===== src/rtl/video_raster_ctrl.sv =====
// Raster timing generator with a centred, integer-scaled source window.
// Scale changes arrive via valid/ready and take effect only at the frame wrap.
module video_raster_ctrl #(
  parameter int unsigned H_TOTAL       = 1040,
  parameter int unsigned V_TOTAL       = 748,
  parameter int unsigned H_FP          = 40,
  parameter int unsigned H_BLANK       = 240,
  parameter int unsigned V_FP          = 3,
  parameter int unsigned V_BLANK       = 28,
  parameter int unsigned H_ACTIVE      = 800,
  parameter int unsigned V_ACTIVE      = 720,
  parameter int unsigned SRC_W         = 128,
  parameter int unsigned SRC_H         = 64,
  parameter int unsigned DEFAULT_SCALE = 6
) (
  input  logic       clk_pixel,
  input  logic       reset_n,
  input  logic [2:0] cfg_scale,
  input  logic       cfg_valid,
  output logic       cfg_ready,
  output logic       cfg_err,
  output logic       vs,
  output logic       hs,
  output logic       de,
  output logic       in_window,
  output logic [6:0] raster_x,
  output logic [5:0] raster_y,
  output logic       frame_start,
  output logic [2:0] active_scale
);

  localparam int unsigned HW = $clog2(H_TOTAL + 1);
  localparam int unsigned VW = $clog2(V_TOTAL + 1);

  localparam logic [HW-1:0] H_LAST   = HW'(H_TOTAL - 1);
  localparam logic [VW-1:0] V_LAST   = VW'(V_TOTAL - 1);
  localparam logic [HW-1:0] H_FP_C   = HW'(H_FP);
  localparam logic [HW-1:0] H_BLK_C  = HW'(H_BLANK);
  localparam logic [VW-1:0] V_FP_C   = VW'(V_FP);
  localparam logic [VW-1:0] V_BLK_C  = VW'(V_BLANK);
  localparam logic [2:0]    RST_SCL  = 3'(DEFAULT_SCALE);
  localparam int unsigned   RST_W    = SRC_W * DEFAULT_SCALE;
  localparam int unsigned   RST_H    = SRC_H * DEFAULT_SCALE;
  localparam logic [HW-1:0] RST_X_LO = HW'(H_BLANK + (H_ACTIVE - RST_W) / 2);
  localparam logic [HW-1:0] RST_X_HI = HW'(H_BLANK + (H_ACTIVE - RST_W) / 2 + RST_W);
  localparam logic [VW-1:0] RST_Y_LO = VW'(V_BLANK + (V_ACTIVE - RST_H) / 2);
  localparam logic [VW-1:0] RST_Y_HI = VW'(V_BLANK + (V_ACTIVE - RST_H) / 2 + RST_H);

  logic [HW-1:0] r_h;
  logic [VW-1:0] r_v;
  logic [HW-1:0] r_x_lo, r_x_hi;
  logic [VW-1:0] r_y_lo, r_y_hi;
  logic [2:0]    r_scale;
  logic [2:0]    r_pend_scale;
  logic [2:0]    r_sub_x;
  logic [2:0]    r_sub_y;
  logic [5:0]    r_row;

  logic [HW-1:0] w_win_w, w_x_lo, w_x_hi;
  logic [VW-1:0] w_win_h, w_y_lo, w_y_hi;
  logic          w_h_last, w_frame_wrap;
  logic          w_de, w_in, w_left, w_vs_hit;
  logic [2:0]    w_scale_m1;
  logic [2:0]    w_suby_n;
  logic [5:0]    w_row_n;
  logic          w_cfg_acc, w_cfg_bad;

  // Window size for the pending scale built as a sum of shifted source dims.
  always_comb begin
    w_win_w = '0;
    w_win_h = '0;
    if (r_pend_scale[0]) begin
      w_win_w = w_win_w + HW'(SRC_W);
      w_win_h = w_win_h + VW'(SRC_H);
    end
    if (r_pend_scale[1]) begin
      w_win_w = w_win_w + HW'(SRC_W << 1);
      w_win_h = w_win_h + VW'(SRC_H << 1);
    end
    if (r_pend_scale[2]) begin
      w_win_w = w_win_w + HW'(SRC_W << 2);
      w_win_h = w_win_h + VW'(SRC_H << 2);
    end
    w_x_lo = H_BLK_C + ((HW'(H_ACTIVE) - w_win_w) >> 1);
    w_x_hi = w_x_lo + w_win_w;
    w_y_lo = V_BLK_C + ((VW'(V_ACTIVE) - w_win_h) >> 1);
    w_y_hi = w_y_lo + w_win_h;
  end

  always_comb begin
    w_h_last     = (r_h == H_LAST);
    w_frame_wrap = w_h_last && (r_v == V_LAST);
    w_de         = (r_h >= H_BLK_C) && (r_v >= V_BLK_C);
    w_in         = w_de && (r_h >= r_x_lo) && (r_h < r_x_hi)
                        && (r_v >= r_y_lo) && (r_v < r_y_hi);
    w_left       = w_in && (r_h == r_x_lo);
    w_vs_hit     = (r_h == '0) && (r_v == V_FP_C);
    w_scale_m1   = r_scale - 3'd1;
    w_cfg_acc    = cfg_valid && cfg_ready;
    w_cfg_bad    = (cfg_scale == 3'd0) || (cfg_scale == 3'd7);
  end

  // Line sub-counter advances once per window line, on its left-edge pixel.
  always_comb begin
    w_row_n  = r_row;
    w_suby_n = r_sub_y;
    if (r_v == r_y_lo) begin
      w_row_n  = '0;
      w_suby_n = '0;
    end else if (r_sub_y == w_scale_m1) begin
      w_row_n  = r_row + 6'd1;
      w_suby_n = '0;
    end else begin
      w_suby_n = r_sub_y + 3'd1;
    end
  end

  always_ff @(posedge clk_pixel or negedge reset_n) begin
    if (!reset_n) begin
      r_h          <= '0;
      r_v          <= '0;
      r_x_lo       <= RST_X_LO;
      r_x_hi       <= RST_X_HI;
      r_y_lo       <= RST_Y_LO;
      r_y_hi       <= RST_Y_HI;
      r_scale      <= RST_SCL;
      r_pend_scale <= RST_SCL;
      r_sub_x      <= '0;
      r_sub_y      <= '0;
      r_row        <= '0;
      cfg_ready    <= 1'b1;
      cfg_err      <= 1'b0;
      vs           <= 1'b0;
      hs           <= 1'b0;
      de           <= 1'b0;
      in_window    <= 1'b0;
      frame_start  <= 1'b0;
      raster_x     <= '0;
      raster_y     <= '0;
      active_scale <= RST_SCL;
    end else begin
      if (w_h_last) begin
        r_h <= '0;
        r_v <= (r_v == V_LAST) ? '0 : r_v + VW'(1);
      end else begin
        r_h <= r_h + HW'(1);
      end

      vs           <= w_vs_hit;
      hs           <= (r_h == H_FP_C) && !w_vs_hit;
      de           <= w_de;
      in_window    <= w_in;
      frame_start  <= (r_h == '0) && (r_v == '0);
      active_scale <= r_scale;

      if (!w_in || w_left) begin
        r_sub_x  <= '0;
        raster_x <= '0;
      end else if (r_sub_x == w_scale_m1) begin
        r_sub_x  <= '0;
        raster_x <= raster_x + 7'd1;
      end else begin
        r_sub_x  <= r_sub_x + 3'd1;
      end

      if (w_left) begin
        r_row   <= w_row_n;
        r_sub_y <= w_suby_n;
      end
      raster_y <= !w_in ? '0 : (w_left ? w_row_n : r_row);

      // Accept needs cfg_ready=1 and apply needs cfg_ready=0, so an accept on
      // the wrap cycle naturally waits for the following wrap.
      cfg_err <= 1'b0;
      if (w_cfg_acc) begin
        if (w_cfg_bad) begin
          cfg_err <= 1'b1;
        end else begin
          r_pend_scale <= cfg_scale;
          cfg_ready    <= 1'b0;
        end
      end
      if (w_frame_wrap && !cfg_ready) begin
        r_scale   <= r_pend_scale;
        r_x_lo    <= w_x_lo;
        r_x_hi    <= w_x_hi;
        r_y_lo    <= w_y_lo;
        r_y_hi    <= w_y_hi;
        cfg_ready <= 1'b1;
      end
    end
  end

endmodule


===== config.mk =====
export PLATFORM = sky130hd
export DESIGN_NAME = video_raster_ctrl
export DESIGN_NICKNAME = d
export VERILOG_FILES = /design/src/rtl/video_raster_ctrl.sv
export SDC_FILE = /design/constraint.sdc
export NUM_CORES = 1
export LEC_CHECK = 0
export BUFFER_PORTS_ARGS = -buffer_cell sky130_fd_sc_hd__buf_2
export CAP_MARGIN = 20
export CORE_MARGIN = 3
export CORE_UTILIZATION = 32
export DETAILED_ROUTE_END_ITERATION = 10
export GPL_TIMING_DRIVEN = 0
export PLACE_DENSITY = 0.46
export SLEW_MARGIN = 25
export SYNTH_ARGS = -nofsm -noshare
export SYNTH_HDL_FRONTEND = slang
export SYNTH_SLANG_ARGS = --single-unit

===== constraint.sdc =====
create_clock -name clk_pixel -period 2.3 [get_ports clk_pixel]
set_input_delay 0.46 -clock clk_pixel [delete_from_list [all_inputs] [get_ports clk_pixel]]
set_output_delay 0.46 -clock clk_pixel [all_outputs]
set_load 0.02 [all_outputs]

== After elaboration in Yosys (flattened, before gate mapping) ==
Cells that the tools add are included.
Storage, ports and cells
  register bits: 104
Cells by class
  add/subtract/negate cells: 17
  order comparisons: 6
  eq/ne operators: 10
  multiplexer cells: 23
  bitwise gates (word level): 1
  reduce and logical (&&, ||, !) cells: 24
Operator list (count)
  11-bit two-way mux: 3
  10-bit two-way mux: 3
  6-bit two-way mux: 4
  7-bit two-way mux: 3
  1-bit logical AND: 12
  3-bit two-way mux: 4
  11-bit by 1-bit adder with 11-bit output (second input constant): 1
  11-bit by 10-bit adder with 11-bit output (second input constant): 1
  11-bit adder: 1
  11-bit by 9-bit adder with 11-bit output (second input constant): 1
  8-bit by 10-bit adder with 11-bit output (first input constant): 1
  11-bit equality test: 1
  11-bit equality test (second input constant): 1
  11-bit by 6-bit equality test with 1-bit output (second input constant): 1
  11-bit greater-or-equal comparator: 1
  11-bit by 8-bit greater-or-equal comparator with 1-bit output (second input constant): 1
  11-bit zero test: 1
  11-bit < comparator: 1
  10-bit by 11-bit subtractor with 11-bit output (first input constant): 1
  10-bit by 1-bit adder with 10-bit output (second input constant): 1
  10-bit adder: 1
  10-bit by 8-bit adder with 10-bit output (second input constant): 1
  10-bit by 9-bit adder with 10-bit output (second input constant): 1
  5-bit by 9-bit adder with 10-bit output (first input constant): 1
  other kinds (23): 34

== Longest topological paths before layout ==
Gate-level depths: netlist (run 1).
  depth in word-level cells: 9
  mapped depth: 10
  depth with buffers taken out: 9

== Worst setup path after synthesis (run 1) ==
OpenSTA, ideal clock, no wires.
  path type: register to register
  start: register r_y_hi[9]
  end: register r_row[4]
  library setup time: 0.125 ns
  data arrival time: 2.253 ns
  required time: 2.175 ns
  path slack: -0.078 ns
  cell stages (with the launch flop): 9
  cell sequence: dfstp_2 inv_1 ha_1 a211oi_1 nand2_1 or3_1 buf_6 or3_4 mux2_4
On the way
  cells in the longest elaborated chain, start to end: 4
RTL lines
  start, declared: line 52  | logic [VW-1:0] r_y_lo, r_y_hi;
  start signal, assigned: line 188  | r_y_hi <= w_y_hi;
  10-bit < comparator: line 95  | && (r_v >= r_y_lo) && (r_v < r_y_hi);
  1-bit logical AND: line 95
  1-bit logical AND: line 96  | w_left = w_in && (r_h == r_x_lo);
  6-bit two-way mux
  end signal, assigned: line 167  | r_row <= w_row_n;
  end, declared: line 57  | logic [5:0] r_row;
Every way passes these cells.
A chain may end at the register's enable or synchronous reset.

== Worst setup path in the final report (run 1) ==
Ends and elaborated chain as after synthesis.

==> impl_metrics.toml, run 1 <==
[run_status]
status = "finished with violations"
violations = "negative setup slack"

[global_route]
grt_use_total_pct = 15.0
grt_max_degree = 48
grt_pass1_wl_um = 17600
grt_pass1_vias = 3434
grt_remaining_overflow = 0
antenna_found_initial = 0

[setup_path]
startpoint = "r_y_hi[9]$_DFFE_PN1P_"
worstPathRequired_ns = 2.53
worstPathCellList = "inv_2 -> ha_4 -> a211oi_2 -> nand2_1 -> or3_1 -> buf_6 -> or3_4 -> mux2_4"
max_stage_delay_ns = 0.54
end_kind = "flip-flop"
start_kind = "flip-flop"
worstSetupPathType = "flip-flop to flip-flop"
cp_slowest_cell = "dfstp_2"
critPathTopFamily = "simple AND/OR/NAND/NOR gates"
cp.arrival_ns = 2.56
cp_max_fo = 4
r2r_start = "r_y_hi[9]$_DFFE_PN1P_"
crit_buf_inv = 2
r2r_setup_slack_ns = -0.03

[sta]
finalSetupViolCount = 7
finalHoldViolations = 0
timing.slew.headroom_pct = 54.9
finalCriticalPeriod_ns = 2.33
fmax_mhz = 429
worst_slack_ns = -0.0300
fin_skew_ns = 0.00825
worstMarginPinSlew_ns = 0.671
grt_setup_unrepaired = "yes"
finalCritPeriodShare_pct = 101
fin_setup_tns_ns = -0.103
slew_viol_final = 0

[clocking]
htree_levels = 3
clkTransAtPathRegs_ns = 0.06
clk_latency_ns = 0.34
cts.sinks = 77
numCtsBuffers = 9
clk_path_buf_depth = 2
cts_hold_buf = 0
cts_root_buf = "clkbuf_16"
cts_tree = "done"

[synthesis]
async_reset_ff_share_pct = 100
synth_edf_count = 0
ys.flop_type = "dfrtp_1"
yosys_register_bits = 77
synth.avg_cell_area_um2 = 9.93
yosysWarnings = 0
syn_nets = 481
ys_seq_area_share_pct = 44.4
ys_types = 53
netlist_area_mm2 = 0.00438
syn_inst = 441

[die]
core_mm2 = 0.0133
die_y_um = 123
ios = 29
dieArea_mm2 = 0.0151
dieWidth_um = 123
num_rows = 42
start_util_pct = 32.9

[drt]
drtIter0Drc = 212
vias_per_cell = 5.05
routed_wl_um = 10500
wl_per_cell_um = 15.5
drcViolationCount = 0
drtAntennaViolNets = 0
route.vias.total = 3444
first_pass_iters = 4

[placed_design]
place_ws_ns = -0.552
place_area_mm2 = 0.00479
place_hpwl_um = 7370
place_inst = 646
io_buffers = 28
gp_congestion = 0.777

[worst_hold_path]
hold_class = "primary input to asynchronous set/reset pin"

[final_layout]
multi_input_area_mm2 = 0.00259
n_fill_cell = 1261
syn_to_final_growth_pct = 30.9
design_area_mm2 = 0.00574
final_common_cell = "dfrtp_1"
final_cell_mix = "dfrtp_1, nand2_1, buf_2, ha_1, inv_1"
n_antenna_cell = 0
layout.nets = 541
final_layout_size_suffix_gt1_share_pct = 31.6
finish.utilization_pct = 43.1
final_cells = 682
seq_area_mm2 = 0.00195

[power_and_ir_drop]
ir_drop_mv = 0.359
p_leak_uw = 0.00254
switching_share_pct = 20.0
power_frac_seq_pct = 44.2
internal-power_uw = 2450
switchingPower_uw = 614
clkPwrFrac_pct = 54.3
comb_power_share_pct = 1.5
power.density_mw_per_mm2 = 535

[run]
drv_cap = 0
## cell type report
type / instances / share of cell area (%)
Buffer: 16 / 2.05
Multi-Input combinational cell: 317 / 45.1
Tap cell: 176 / 3.84
Sequential cell: 77 / 34.1
Clock buffer: 10 / 4.17
Clock inverter: 6 / 1.92
Inverter: 28 / 1.88
Timing Repair Buffer: 52 / 6.96
## synthesized netlist by cell type, types with 3 or more instances
| master | instances | area share [%] |
|---|---|---|
| a211o_1 | 3 | 0.60 |
| a211oi_1 | 3 | 0.51 |
| a21o_1 | 4 | 0.69 |
| a21oi_1 | 23 | 2.6 |
| and2_1 | 4 | 0.57 |
| and3_1 | 9 | 1.3 |
| and4_1 | 5 | 1.0 |
| buf_2 | 6 | 0.69 |
| buf_6 | 4 | 1.0 |
| clkbuf_1 | 8 | 0.69 |
| dfrtp_1 | 64 | 37 |
| dfstp_2 | 13 | 7.8 |
| ha_1 | 34 | 9.7 |
| inv_1 | 28 | 2.4 |
| mux2_2 | 5 | 1.3 |
| mux2i_1 | 3 | 0.69 |
| nand2_1 | 40 | 3.4 |
| nand2b_1 | 5 | 0.71 |
| nand3_1 | 13 | 1.5 |
| nand4_1 | 13 | 1.9 |
| nand4b_1 | 3 | 0.60 |
| nor2_1 | 23 | 2.0 |
| nor2b_1 | 3 | 0.43 |
| nor3_1 | 19 | 2.2 |
| nor3_2 | 3 | 0.69 |
| nor4_1 | 6 | 0.86 |
| o21ai_0 | 28 | 3.2 |
| o31ai_1 | 5 | 0.86 |
| o41ai_1 | 7 | 1.4 |
| or3_1 | 3 | 0.43 |
| xnor2_1 | 14 | 2.8 |
| xor2_1 | 15 | 3.0 |
## final timing paths
path	endpoint	cells past startpoint
max	r_row[4]$_DFF_PN0_	8
min	r_v[2]$_DFFE_PN0N_	1
max reg2reg	r_row[4]$_DFF_PN0_	8
min reg2reg	active_scale[1]$_DFF_PN1_	0
max in group asynchronous	r_y_lo[7]$_DFFE_PN1P_	2
min in group clk_pixel	cfg_ready$_DFFE_PN1P_	4
## logic make-up (layout without fill, tap and decap cells)
logic type / after synthesis / count (layout) / share of synthesized area (%)
and+or+nand+nor: 160 / 160 / 20.1
adders and majority gates: 34 / 34 / 9.71
muxes: 9 / 9 / 2.31
AOI/OAI and AO/OA: 83 / 83 / 11.7
xor gates and xnor gates: 31 / 31 / 6.86
DFF: 77 / 77 / 44.4
buffers and inverters: 47 / 112 / 4.97
## sequential cells by signal, summed over array words and instances, names as in the netlist, 3 cells and up
| signal | cells |
|---|---|
| r_scale | 3 |
| r_x_hi | 4 |
| r_h | 11 |
| active_scale | 3 |
| raster_y | 6 |
| r_x_lo | 4 |
| r_row | 6 |
| raster_x | 7 |
| r_pend_scale | 3 |
| r_sub_x | 3 |
| r_v | 10 |
| r_y_lo | 3 |
| r_sub_y | 3 |
| r_y_hi | 4 |
## metal layers
layer | wire (um) | global-route usage (%) | up-vias
met4 | 156 | 4.84 | 0
li1 | - | - | 1703
met1 | 4920 | 19.5 | 1682
met5 | 0 | 0 | -
met2 | 5110 | 24.1 | 47
met3 | 355 | 4.21 | 12
## what timing repair did
action / 4_1_cts / 5_1_grt
pin swaps: 17 / 14
cloned: 1 / 0
hold endpoints to repair: 0 / 0
buffers inserted: 13 / 9
gates resized for setup: 54 / 36
endpoints found under the setup margin: 48 / 44
## power by group through the flow
| stage | logic (uW) | registers (uW) | clock network, uW |
|---|---|---|---|
| 6_report | 45.2 | 1360 | 1670 |
| 5_1_grt | 53.9 | 1350 | 1770 |
| 4_1_cts | 48.5 | 1360 | 1710 |
| 3_5_place_dp | 48.5 | 1380 | 0 |
| 3_3_place_gp | 40.8 | 1380 | 0 |
| 2_1_floorplan | 4.44 | 1380 | 0 |
## metrics by stage
step	hold slack (ns)	power [uW]
after floorplan	0.164	1380
after global placement	0.375	1420
after detailed placement	0.376	1430
after CTS	0.0665	3120
after global routing	0.0800	3180
final	0.0558	3070
Note: power is estimated with default switching activity, not from simulation.
==> run 2: changes to the inputs <==
--- a/config.mk
+++ b/config.mk
@@ -11,7 +11,7 @@
 export CORE_UTILIZATION = 32
 export DETAILED_ROUTE_END_ITERATION = 10
 export GPL_TIMING_DRIVEN = 0
-export PLACE_DENSITY = 0.46
+export PLACE_DENSITY = 0.45
 export SLEW_MARGIN = 25
 export SYNTH_ARGS = -nofsm -noshare
 export SYNTH_HDL_FRONTEND = slang
==> constraint.sdc (replaced) <==
create_clock -name clk_pixel -period 2.91 [get_ports clk_pixel]
set_input_delay 0.582 -clock clk_pixel [delete_from_list [all_inputs] [get_ports clk_pixel]]
set_output_delay 0.582 -clock clk_pixel [all_outputs]
set_load 0.02 [all_outputs]
==> run 2 against run 1 <==
Net effect: the flow now finishes without violations; core utilization is 4.8 points lower; critical path depth stayed put; sequential cell count is the same; final area down 11%; power is 26% lower; final cell count decreased by 2.9%; worst hold slack improved by 0.11 ns; die area is the same; clock-buffer cell count up 3; sequential share of layout area is 4.0 points higher; worst setup slack improved by 0.28 ns; largest power group unchanged.
==> impl_metrics.toml, run 2 (same netlist as run 1, synthesis figures left out) <==
[run_status]
status = "completed"

[setup_path]
timing.rr.end = "r_row[4]$_DFF_PN0_"
cp_max_fo = 9
r2r_cells = 8
end_kind = "flip-flop"
worstSetupPathType = "flip-flop to flip-flop"
worstPathRequired_ns = 3.14
cp.arrival_ns = 2.89
r2r_start = "r_scale[0]$_DFFE_PN0P_"
start_kind = "flip-flop"
r2r_setup_slack_ns = 0.25

[die]
ios = 29
num_rows = 42
start_util_pct = 32.9
dieWidth_um = 123
die_y_um = 123
core_mm2 = 0.0133
dieArea_mm2 = 0.0151

[global_route]
grt_remaining_overflow = 0
antenna_found_initial = 0
grt_pass1_vias = 3231
grt_pass1_wl_um = 16500
grt_use_total_pct = 14.3
grt_max_degree = 51

[power_and_ir_drop]
power_uw = 2260
p_leak_uw = 0.00232
power.density_mw_per_mm2 = 444
ir_drop_mv = 0.266

[placed_design]
gp_congestion = 0.771
place_ws_ns = -0.0314
place_inst = 646
io_buffers = 28
place_hpwl_um = 7390

[sta]
worstMarginPinSlew_ns = 0.769
slew_viol_final = 0
finalCriticalPeriod_ns = 2.66
worst_slack_ns = 0.251
finalSetupViolCount = 0
fmax_mhz = 376
timing.slew.headroom_pct = 48.3
finalCritPeriodShare_pct = 91.4
fin_setup_tns_ns = 0
fin_skew_ns = 0.00848
finalHoldViolations = 0
grt_setup_unrepaired = "no"

[final_layout]
largestRegisters = "r_h (11), r_v (10), raster_x (7)"
final_layout_size_suffix_gt1_share_pct = 17.5
final_cell_mix = "dfrtp_1, nand2_1, ha_1, buf_2"
final_cells = 662
n_antenna_cell = 0
syn_to_final_growth_pct = 16.4
largest_register_ffs = 11
finish.utilization_pct = 38.3
final_common_cell = "dfrtp_1"
regMostFlops = "r_h"
layout.nets = 521

[drt]
routed_wl_um = 10000
vias_per_cell = 5.02
drtAntennaViolNets = 0
first_pass_iters = 4
drtIter0Drc = 152
route.vias.total = 3321
wl_per_cell_um = 15.2
drcViolationCount = 0

[clocking]
numCtsBuffers = 9
cts_tree = "done"
clk_latency_ns = 0.34
clkTransAtPathRegs_ns = 0.06
cts_root_buf = "clkbuf_16"
cts.sinks = 77
clk_path_buf_depth = 2
htree_levels = 3
post_cts_buffers = 0

[worst_hold_path]
hold_class = "primary input to asynchronous set/reset pin"

[run]
drv_cap = 0
[run 2: cell types whose count changed in the layout (fill, tap and decap cells not counted), sizes merged]
cell	change
buf	-23
clkbuf	+6
bufinv	-2
clkinvlp	-2
clkinv	+1
[run 2: timing repair]
| item | in CTS | in global routing |
|---|---|---|
| setup endpoints to repair | 3 | 6 |
| gates resized for setup | 1 | 3 |
| hold buffers | 0 | 0 |
[run 2: how the worst max path moves through the flow]
stage	start	endpoint	slack, ns	cells after the start
floorplan	r_y_hi[9]$_DFFE_PN1P_	r_row[4]$_DFF_PN0_	0.53	8
detailed placement	r_x_lo[8]$_DFFE_PN1P_	r_row[1]$_DFF_PN0_	-0.03	7
global placement	r_x_lo[8]$_DFFE_PN1P_	r_row[3]$_DFF_PN0_	0.007	7
finish	r_scale[0]$_DFFE_PN0P_	r_row[4]$_DFF_PN0_	0.25	8
global route	r_scale[0]$_DFFE_PN0P_	raster_x[4]$_DFFE_PN0P_	0.07	10
CTS	r_x_lo[8]$_DFFE_PN1P_	raster_y[0]$_DFF_PN0_	0.07	7
[run 2: report_power, final]
part           total, uW  switching [uW]  internal [uW]
Clock               1160             444            712
Sequential          1070      0.00000139           1070
Combinational       35.3            26.8           8.45
[run 2: area by class of cell]
cell class	count	area (um^2)
Buffer	19	113
Clock buffer	13	260
Clock inverter	3	43.8
Fill cell	1353	8200
Inverter	28	105
Multi-Input combinational cell	317	2240
Sequential cell	77	1940
Tap cell	176	220
Timing Repair Buffer	29	170
[run 2: routing by layer]
| layer | GRT usage, % | up-vias | wire, um |
|---|---|---|---|
| li1 | - | 1666 | - |
| met1 | 18.6 | 1599 | 4880 |
| met2 | 22.6 | 45 | 4730 |
| met3 | 4.99 | 11 | 339 |
| met4 | 4.15 | 0 | 85 |
| met5 | 0 | - | 0 |
[run 2: metrics by stage]
stage               hold WS [ns]  area (um^2)
finish                     0.163         5100
global route               0.175         5100
CTS                        0.161         5080
detailed placement         0.377         4770
global placement           0.376         4740
floorplan                  0.286         4380
[run 2: worst max-delay path: stages, from the launching register on]
cell and delay, ns:
dfrtp_1 0.47, inv_1 0.17, ha_1 0.35, o31a_1 0.16, o21ai_0 0.12, a211o_1 0.27, clkbuf_1 0.25, or3_4 0.45
mux2_4 0.30
